File: config.mk
export PLATFORM = sky130hd
export DESIGN_NAME = timer_prescaler
export DESIGN_NICKNAME = d
export VERILOG_FILES = /design/src/rtl/timer_testbench_pkg.sv /design/src/rtl/timer_prescaler.sv
export SDC_FILE = /design/constraint.sdc
export NUM_CORES = 1
export LEC_CHECK = 0
export ABC_AREA = 1
export BUFFER_PORTS_ARGS = -buffer_cell sky130_fd_sc_hd__buf_2
export CORE_AREA = 3 3 40 42
export DETAILED_ROUTE_END_ITERATION = 8
export DIE_AREA = 0 0 43 45
export GPL_ROUTABILITY_DRIVEN = 0
export PLACE_DENSITY = 0.35
export SYNTH_ARGS = -nofsm -noshare
export SYNTH_HDL_FRONTEND = slang
export SYNTH_SLANG_ARGS = --single-unit
File: constraint.sdc
create_clock -name pclk -period 1.5 [get_ports pclk]
set_input_delay 0.225 -clock pclk [delete_from_list [all_inputs] [get_ports pclk]]
set_output_delay 0.225 -clock pclk [all_outputs]
set_load 0.01 [all_outputs]
File: src/rtl/timer_testbench_pkg.sv
// rtl/timer_testbench_pkg.sv - register map, bit positions and clock-select encodings for the timer
package timer_testbench_pkg;

    localparam logic [7:0] ADDR_TDR  = 8'h00;
    localparam logic [7:0] ADDR_TCR  = 8'h01;
    localparam logic [7:0] ADDR_TSR  = 8'h02;
    localparam logic [7:0] ADDR_TCNT = 8'h03;

    localparam int TCR_LOAD = 7;
    localparam int TCR_DOWN = 5;
    localparam int TCR_EN   = 4;
    localparam logic [7:0] TCR_MASK = 8'hB3;

    localparam int TSR_OVF = 0;
    localparam int TSR_UDF = 1;
    localparam logic [7:0] TSR_MASK = 8'h03;

    typedef enum logic [1:0] {
        CKS_DIV2  = 2'b00,
        CKS_DIV4  = 2'b01,
        CKS_DIV8  = 2'b10,
        CKS_DIV16 = 2'b11
    } cks_t;

endpackage

File: src/rtl/timer_prescaler.sv
// rtl/timer_prescaler.sv - free-running 4-bit divider with CKS-selected one-cycle tick
module timer_prescaler
    import timer_testbench_pkg::*;
(
    input  logic       pclk,
    input  logic       presetn,
    input  logic [1:0] cks,
    output logic       tick
);

    logic [3:0] div;

    always_ff @(posedge pclk or negedge presetn) begin
        if (!presetn) begin
            div <= 4'd0;
        end else begin
            div <= div + 4'd1;
        end
    end

    // Tick fires when the low bits of the divider are all ones, giving a 2/4/8/16 cycle period.
    always_comb begin
        tick = 1'b0;
        case (cks)
            CKS_DIV2:  tick = div[0];
            CKS_DIV4:  tick = &div[1:0];
            CKS_DIV8:  tick = &div[2:0];
            CKS_DIV16: tick = &div;
            default:   tick = 1'b0;
        endcase
    end

endmodule

### Word-level counts from Yosys, hierarchy flattened

Cells that the tools add are included.

* flip-flop bits (word level): 4
* bits in read-only memories: 0
* memory bits (writable): 0
* bits in latches: 0
* word-level logic and storage cells: 10
* bits of input ports: 4
* memories: 0
* output and inout bits: 1

* equality and inequality tests: 3
* div/mod/pow operators: 0
* multipliers: 0
* reduce and logical (&&, ||, !) cells: 4
* shifts and indexed selects: 0
* $lt $le $gt $ge: 0
* add/subtract/negate cells: 1
* bitwise gates (word level): 0
* mux-type cells: 1

Operator list (count)
* $add A4 B1 Y4 const B: 1
* $eq A2 B2 Y1 const B: 2
* $pmux W1 S4: 1
* $reduce_and A4 Y1: 1
* $reduce_and A3 Y1: 1
* $eq A2 B1 Y1 const B: 1
* $logic_not A2 Y1: 1
* $reduce_and A2 Y1: 1

### Longest topological paths before layout

Gate-level depths: netlist (run 1).

* word-level depth: 2
* depth in mapped cells: 6
* mapped depth without buffers: 6

### Least setup slack after synthesis (run 1)

No wires, ideal clock.

* path kind: reg2out
* from: register div[0]
* to: output port tick
* buffers on the path: 0
* stages on the path, launching flop included: 7
* arrival: 989 ps
* slack: 286 ps
* required time: 1275 ps
* path through: dfrtp_1 -> ha_1 -> ha_1 -> inv_1 -> nand2_1 -> nand3_2 -> nand2_2

* longest elaborated chain between the ends: 2
* elaborated cells on any way between the ends: 4
* those cells by class: mux: 1; reduce/logical: 3

Ends and longest elaborated chain
* from (decl): RTL line timer_prescaler.sv:11 `logic [3:0] div;`
* from (signal assigned): RTL line timer_prescaler.sv:17 `div <= div + 4'd1;`
* $reduce_and A4 Y1, or another cell as far along: RTL line timer_prescaler.sv:28 `CKS_DIV16: tick = &div;`
* $pmux W1 S4 *: RTL line timer_prescaler.sv:24 `case (cks)`
* to (decl): RTL line timer_prescaler.sv:8 `output logic tick`

Mark *: on every way between the ends. The rest lies on a longest branch, timed or not.

### Worst setup path after layout (run 1)

Same ends and word-level chain as after synthesis.

==> results.md, run 1 <==
- Core area: ~1300 µm²
- Final setup vio count: 0
- Commonest cells post-synth: 7 x nand2_1, 4 x dfrtp_1, 4 x inv_1
- Dominant synthesized flop cell: dfrtp_1
- Worst hold slack: ~320 ps
- Flip-flop count of the largest register, all copies and words added: 4
- Leakage power summed over all cells: 0.173 nW
- CTS H-tree depth: 1
- Highest metal layer with signal wires: met3
- Total met2 wirelength after detailed routing: roughly 200 µm
- Antenna violations before repair: 0
- Starting density of the core: 16.2%
- Most area-hungry cell type in the Yosys netlist: dfrtp_1
- Max-slew violation count: 0
- Yosys warnings: 0
- Clock transition at path regs: ~40 ps
- Initial DRC Count: 3
- Total length of routed met3 wires: 17 µm
- Metal-1 WL: around 160 µm
- Total number of clock tree sinks: 4
- Startpoint of the most critical register-to-register path: div[0]$_DFF_PN0_
- Share of the cycle needed by the critical path after routing: about 100%
- Synth top area share: 48.2%
- Syn avg cell area: 8.65 µm²
- Top fanout value on the critical path: 2
- Clock Latency Late Sink: 230 ps
- Number of cell instances on the worst register-to-register path: 2
- Max-cap violation count: 0
- Num rows: 13
- R2r setup slk: slightly below 600 ps
- Boundary Pins: 5
- Result of the run: finished, final reports clean
- Global route overflow: 0
- Cells after DPL: 43
- Sequential area share after synthesis: 48.2%
- Endpoint class of the critical path: output pin
- Synthesized instance count: 24
- Vias per inst: ~3.4
- Number of iterations in the first detailed-routing pass: 2
- Overall fraction of global-route tracks in use: under 10%
- Cell Pwr Density: 776 nW/µm²
- Total CTS buffers: 3
- Distinct cell type count of the synthesized netlist: 9
- First-pass GRT wire length: around 600 µm
- Number of flip-flops and latches in the synthesized netlist: 4
- Root buffer cell: clkbuf_4
- Layout net count: between 40 and 50
- Final number of hold-violating endpoints: 0
- Reg-to-reg critical path endpoint: div[2]$_DFF_PN0_
- Worst EP arrival: 1270 ps
- Setup repair after global routing missed its margin: true
- Synthesized net count: 30
- Routed length per placed instance: 7.60 µm
- Fmax: 670 MHz
- Clock skew after layout: between 0.6 and 0.7 ps
- Pin count of the biggest net entering global routing: 5
- Number of buffer cells added on primary ports: 4
- Via count of the first global-routing pass: 180
- Utilization after layout: between 20 and 30%
- Longest Clk Path Bufs: 2
- Routed WL: roughly 380 µm
- Fraction of layout cells with a size suffix above 1: 57.1%
- Share of flip-flops with an asynchronous set or reset: 100%
- Type of the worst setup path: reg -> out
- Area contributors post-synth: dfrtp_1 48%, nand2_1 13%, ha_1 12%, inv_1 7.2%, nand2_2 6.0%
- ANT nets after route: 0
- Layout overhead on the synthesized area: 57.8%
- Final Critical Period: between 1000 and 1500 ps
- Most used standard cell by instance count after synthesis: nand2_1
- Worst IR Drop VDD: about 0.00022 V
- Die W: about 43 µm
- Class of the tightest hold or removal check: in -> async
- Area of the mapped netlist: between 200 and 250 µm²
- Slew at the pin with the worst max-slew slack: about 190 ps
- Clock tree from TritonCTS: yes
- Height of the die: about 45 µm
- DIE AREA: approximately 1900 µm²
- Post-synth EDFFs: 0
- Largest registers ranked by flip-flop count: div x4
- Total vias in the final route: 171
- Layout Cells excl Fill: 50
- Most flops, register: div
- Antenna diodes: 0
- Startpoint class of the critical path: flip-flop
- Worst slew margin relative to its limit: just under 90%
- Number of remaining DRC errors: 0
- Critical Path RT: 1270 ps
-- how the worst max path moves through the flow --
| stage | from | endpoint | slack (ps) | cells after the start |
|---|---|---|---|---|
| 5_1_grt | div[0]$_DFF_PN0_ | tick | -40 | 7 |
| 2_1_floorplan | div[0]$_DFF_PN0_ | tick | 290 | 6 |
| 4_1_cts | div[1]$_DFF_PN0_ | tick | 5 | 7 |
| 6_report | div[0]$_DFF_PN0_ | tick | 7 | 7 |
| 3_3_place_gp | div[0]$_DFF_PN0_ | tick | 130 | 7 |
| 3_5_place_dp | div[0]$_DFF_PN0_ | tick | 130 | 7 |
-- cells in the final DEF (no fill, tap or decap) --
master / netlist / layout
buf_4: 0 / 3
dlygate4sd3_1: 0 / 1
nand2_1: 7 / 5
nand2_2: 2 / 4
dfrtp_1: 4 / 4
inv_2: 2 / 3
ha_4: 0 / 1
buf_6: 0 / 1
clkbuf_4: 0 / 3
nand3_1: 1 / 1
nand4_1: 1 / 1
ha_2: 0 / 1
nand3_2: 1 / 1
buf_2: 0 / 3
inv_1: 4 / 3
-- per-layer routing --
metal / up-vias / track usage (%)
met5: - / 0
met4: 0 / 7.23
met3: 0 / 1.20
met2: 3 / 6.29
met1: 74 / 4.89
li1: 94 / -
-- area by class of cell --
type / instances / area, µm²
Tap cell: 15 / 18.8
Timing Repair Buffer: 8 / 58.8
Inverter: 6 / 22.5
Clock buffer: 3 / 22.5
Multi-Input combinational cell: 14 / 105
Fill cell: 145 / 957
Sequential cell: 4 / 100
-- power breakdown --
part           leakage (nW)  switching (mW)  total, mW  internal [mW]
registers            0.0518               0      0.109          0.109
logic                 0.108         0.00860     0.0182        0.00957
clock network        0.0138          0.0385      0.128         0.0891
total                 0.173          0.0471      0.254          0.207
-- cells by family after synthesis --
| kind of cell | after synthesis | share of synthesized area, % |
|---|---|---|
| flip-flops | 4 | 48.2 |
| AND/OR/NAND/NOR | 12 | 28.9 |
| adder cells (fa/ha/maj) | 2 | 12.0 |
| buffers and inverters | 6 | 10.8 |
-- through the flow --
stage               instance area (µm²)  power (mW)  worst slack (ps)  TNS (ps)
floorplan                           208       0.116               286         0
global placement                    246       0.124               133         0
detailed placement                  246       0.124               128         0
CTS                                 325       0.264              5.40         0
global route                        328       0.267             -43.1     -43.1
finish                              328       0.254              7.04         0
-- worst max-delay path, cell delays in order (launching register included) --
cell and delay (ps):
dfrtp_1 380, ha_2 210, ha_4 150, inv_2 50
nand2_2 40, nand3_2 50, nand2_2 50, buf_6 110
-- what timing repair did --
item,in CTS,in global routing
hold endpoints to repair,4,0
setup endpoints to repair,1,1
hold buffers,1,0
pin swaps,2,2
cloned,0,0
gates resized for setup,6,1
buffers inserted,3,0
(Power assumes the default switching activity.)
==> inputs of run 2 (changes only) <==
BUFFER_PORTS_ARGS = unset   (was -buffer_cell sky130_fd_sc_hd__buf_2)
DONT_BUFFER_PORTS = 1   (was unset)
PLACE_DENSITY = 0.32   (was 0.35)
==> results.md, run 2 (synthesis gave the netlist of run 1 again) <==
- Result of the run: finished, final reports clean
- Top fanout value on the critical path: 4
- Worst IR Drop VDD: between 0.0002 and 0.0003 V
- Final setup vio count: 0
- Dpl hpwl: about 260 µm
- Max-slew violation count: 0
- Die W: 43 µm
- Met2 Track Usage GR: under 10%
- Critical Path RT: 1270 ps
- Number of remaining DRC errors: 0
- Via count of the first global-routing pass: about 180
- Number of iterations in the first detailed-routing pass: 1
- Setup repair after global routing missed its margin: false
- Antenna diodes: 0
- Share of the cycle needed by the critical path after routing: 96.2%
- Most frequent standard cell in the layout excluding fill and tap cells: nand2_1
- Utilization after layout: 22.8%
- Clock Latency Late Sink: 230 ps
- Cell Pwr Density: 840 nW/µm²
- Clock tree from TritonCTS: yes
- Met1 layer usage reported by global route: about 2.9%
- Class of the tightest hold or removal check: in -> async
- Startpoint class of the critical path: flip-flop
- CTS H-tree depth: 1
- Flip-flop count of the largest register, all copies and words added: 4
- Met3 capacity usage during global routing: between 1 and 1.5%
- Boundary Pins: 5
- Pin count of the biggest net entering global routing: 5
- Vias per inst: about 3.7
- Commonest cells after routing, fill and taps aside: 7 x nand2_1, 4 x inv_1, 3 x clkbuf_4, 3 x dfrtp_1
- Most flops, register: div
- Largest registers ranked by flip-flop count: div x4
- Routed length per placed instance: 8.05 µm
- Worst hold slack: 268 ps
- Overall fraction of global-route tracks in use: 4.44%
- ANT nets after route: 0
- Layout overhead on the synthesized area: 41.0%
- Clock transition at path regs: about 40 ps
- Fmax: around 690 MHz
- Final Critical Period: ~1400 ps
- Total vias in the final route: about 160
- Number of buffer cells added on primary ports: 0
- Busiest layer in global routing: met2
- Post-route design area: between 200 and 300 µm²
- Total Neg Setup Slack: 0 ps
- First-pass GRT wire length: ~570 µm
- Fraction of layout cells with a size suffix above 1: between 40% and 50%
- Num rows: 13
- Cell Area, Placed: 226 µm²
- Type of the worst setup path: reg -> out
- Core area: ~1300 µm²
- Worst slew margin relative to its limit: 87.0%
- Max-cap violation count: 0
- Initial DRC Count: 0
- Antenna violations before repair: 0
- First element of the critical path: div[0]$_DFF_PN0_
- Clock skew after layout: 0.519 ps
- Slew at the pin with the worst max-slew slack: about 200 ps
- Endpoint class of the critical path: output pin
- Final number of hold-violating endpoints: 0
- Startpoint of the most critical register-to-register path: div[0]$_DFF_PN0_
- Starting density of the core: ~16%
- Worst EP arrival: 1220 ps
- Number of cell instances on the worst register-to-register path: 2
- Total CTS buffers: 3
- Height of the die: around 45 µm
- Routed WL: about 350 µm
- Layout net count: 37
- DIE AREA: a little under 2000 µm²
- Total number of clock tree sinks: 4
- Root buffer cell: clkbuf_4
- Longest Clk Path Bufs: 2
- Global route overflow: 0
- Leakage power summed over all cells: approximately 0.15 nW
## run 2: changes by cell type in the layout (fill, tap and decap cells not counted), moves of 2 or more
cell	delta
buf_2	-3
nand2_1	+2
nand2_2	-2
buf_4	-2
## run 2: power by group
| part | internal [mW] | switching (mW) | leakage [nW] | total [mW] |
|---|---|---|---|---|
| registers | 0.109 | 0 | 0.0515 | 0.109 |
| logic | 0.00451 | 0.00558 | 0.0812 | 0.0101 |
| clock network | 0.0891 | 0.0382 | 0.0138 | 0.127 |
## run 2: per-layer routing
| layer | routed length (µm) | vias up | part of all wire, % |
|---|---|---|---|
| met3 | 10 | 0 | 2.8 |
| li1 | - | 82 | - |
| met1 | 103 | 78 | 29 |
| met4 | 0 | 0 | 0 |
| met2 | 240 | 1 | 68 |
| met5 | 0 | - | 0 |
## run 2: stage by stage
stage	setup slack, ps	cells	total power, mW
detailed placement	233	39	0.116
global route	2.76	44	0.257
finish	56.7	44	0.246
CTS	16.3	43	0.255
floorplan	286	24	0.116
global placement	228	39	0.116
## run 2: critical path: stages, from the launching register on
cell and delay (ps):
dfrtp_2 430, ha_4 180, ha_4 140, inv_1 50, nand2_1 50, nand3_2 70, nand2_2 70
## run 2: layout make-up
| cell class | instances | area (µm²) |
|---|---|---|
| flip-flops and latches | 4 | 101 |
| well taps | 15 | 18.8 |
| clock buffers | 3 | 22.5 |
| fillers | 146 | 992 |
| repair buffers | 2 | 17.5 |
| inverters | 6 | 22.5 |
| multi-input cells | 14 | 110 |
## run 2: timing repair
item                                    CTS  global route
cloned                                    0             0
endpoints found under the hold margin     4             0
gates resized for setup                   1             4
hold buffers                              1             0
endpoints found under the setup margin    1             1
pin swaps                                 0             2
setup buffers                             0             1
## run 2: final timing paths
| path | end | slack [ps] |
|---|---|---|
| worst max register to register | div[2]$_DFF_PN0_ | 580 |
| worst max-delay path | tick | 60 |
| max in group asynchronous | div[0]$_DFF_PN0_ | 1050 |
| min in group pclk | div[0]$_DFF_PN0_ | 490 |
| worst min register to register | div[0]$_DFF_PN0_ | 490 |
| worst min-delay path | div[2]$_DFF_PN0_ | 270 |
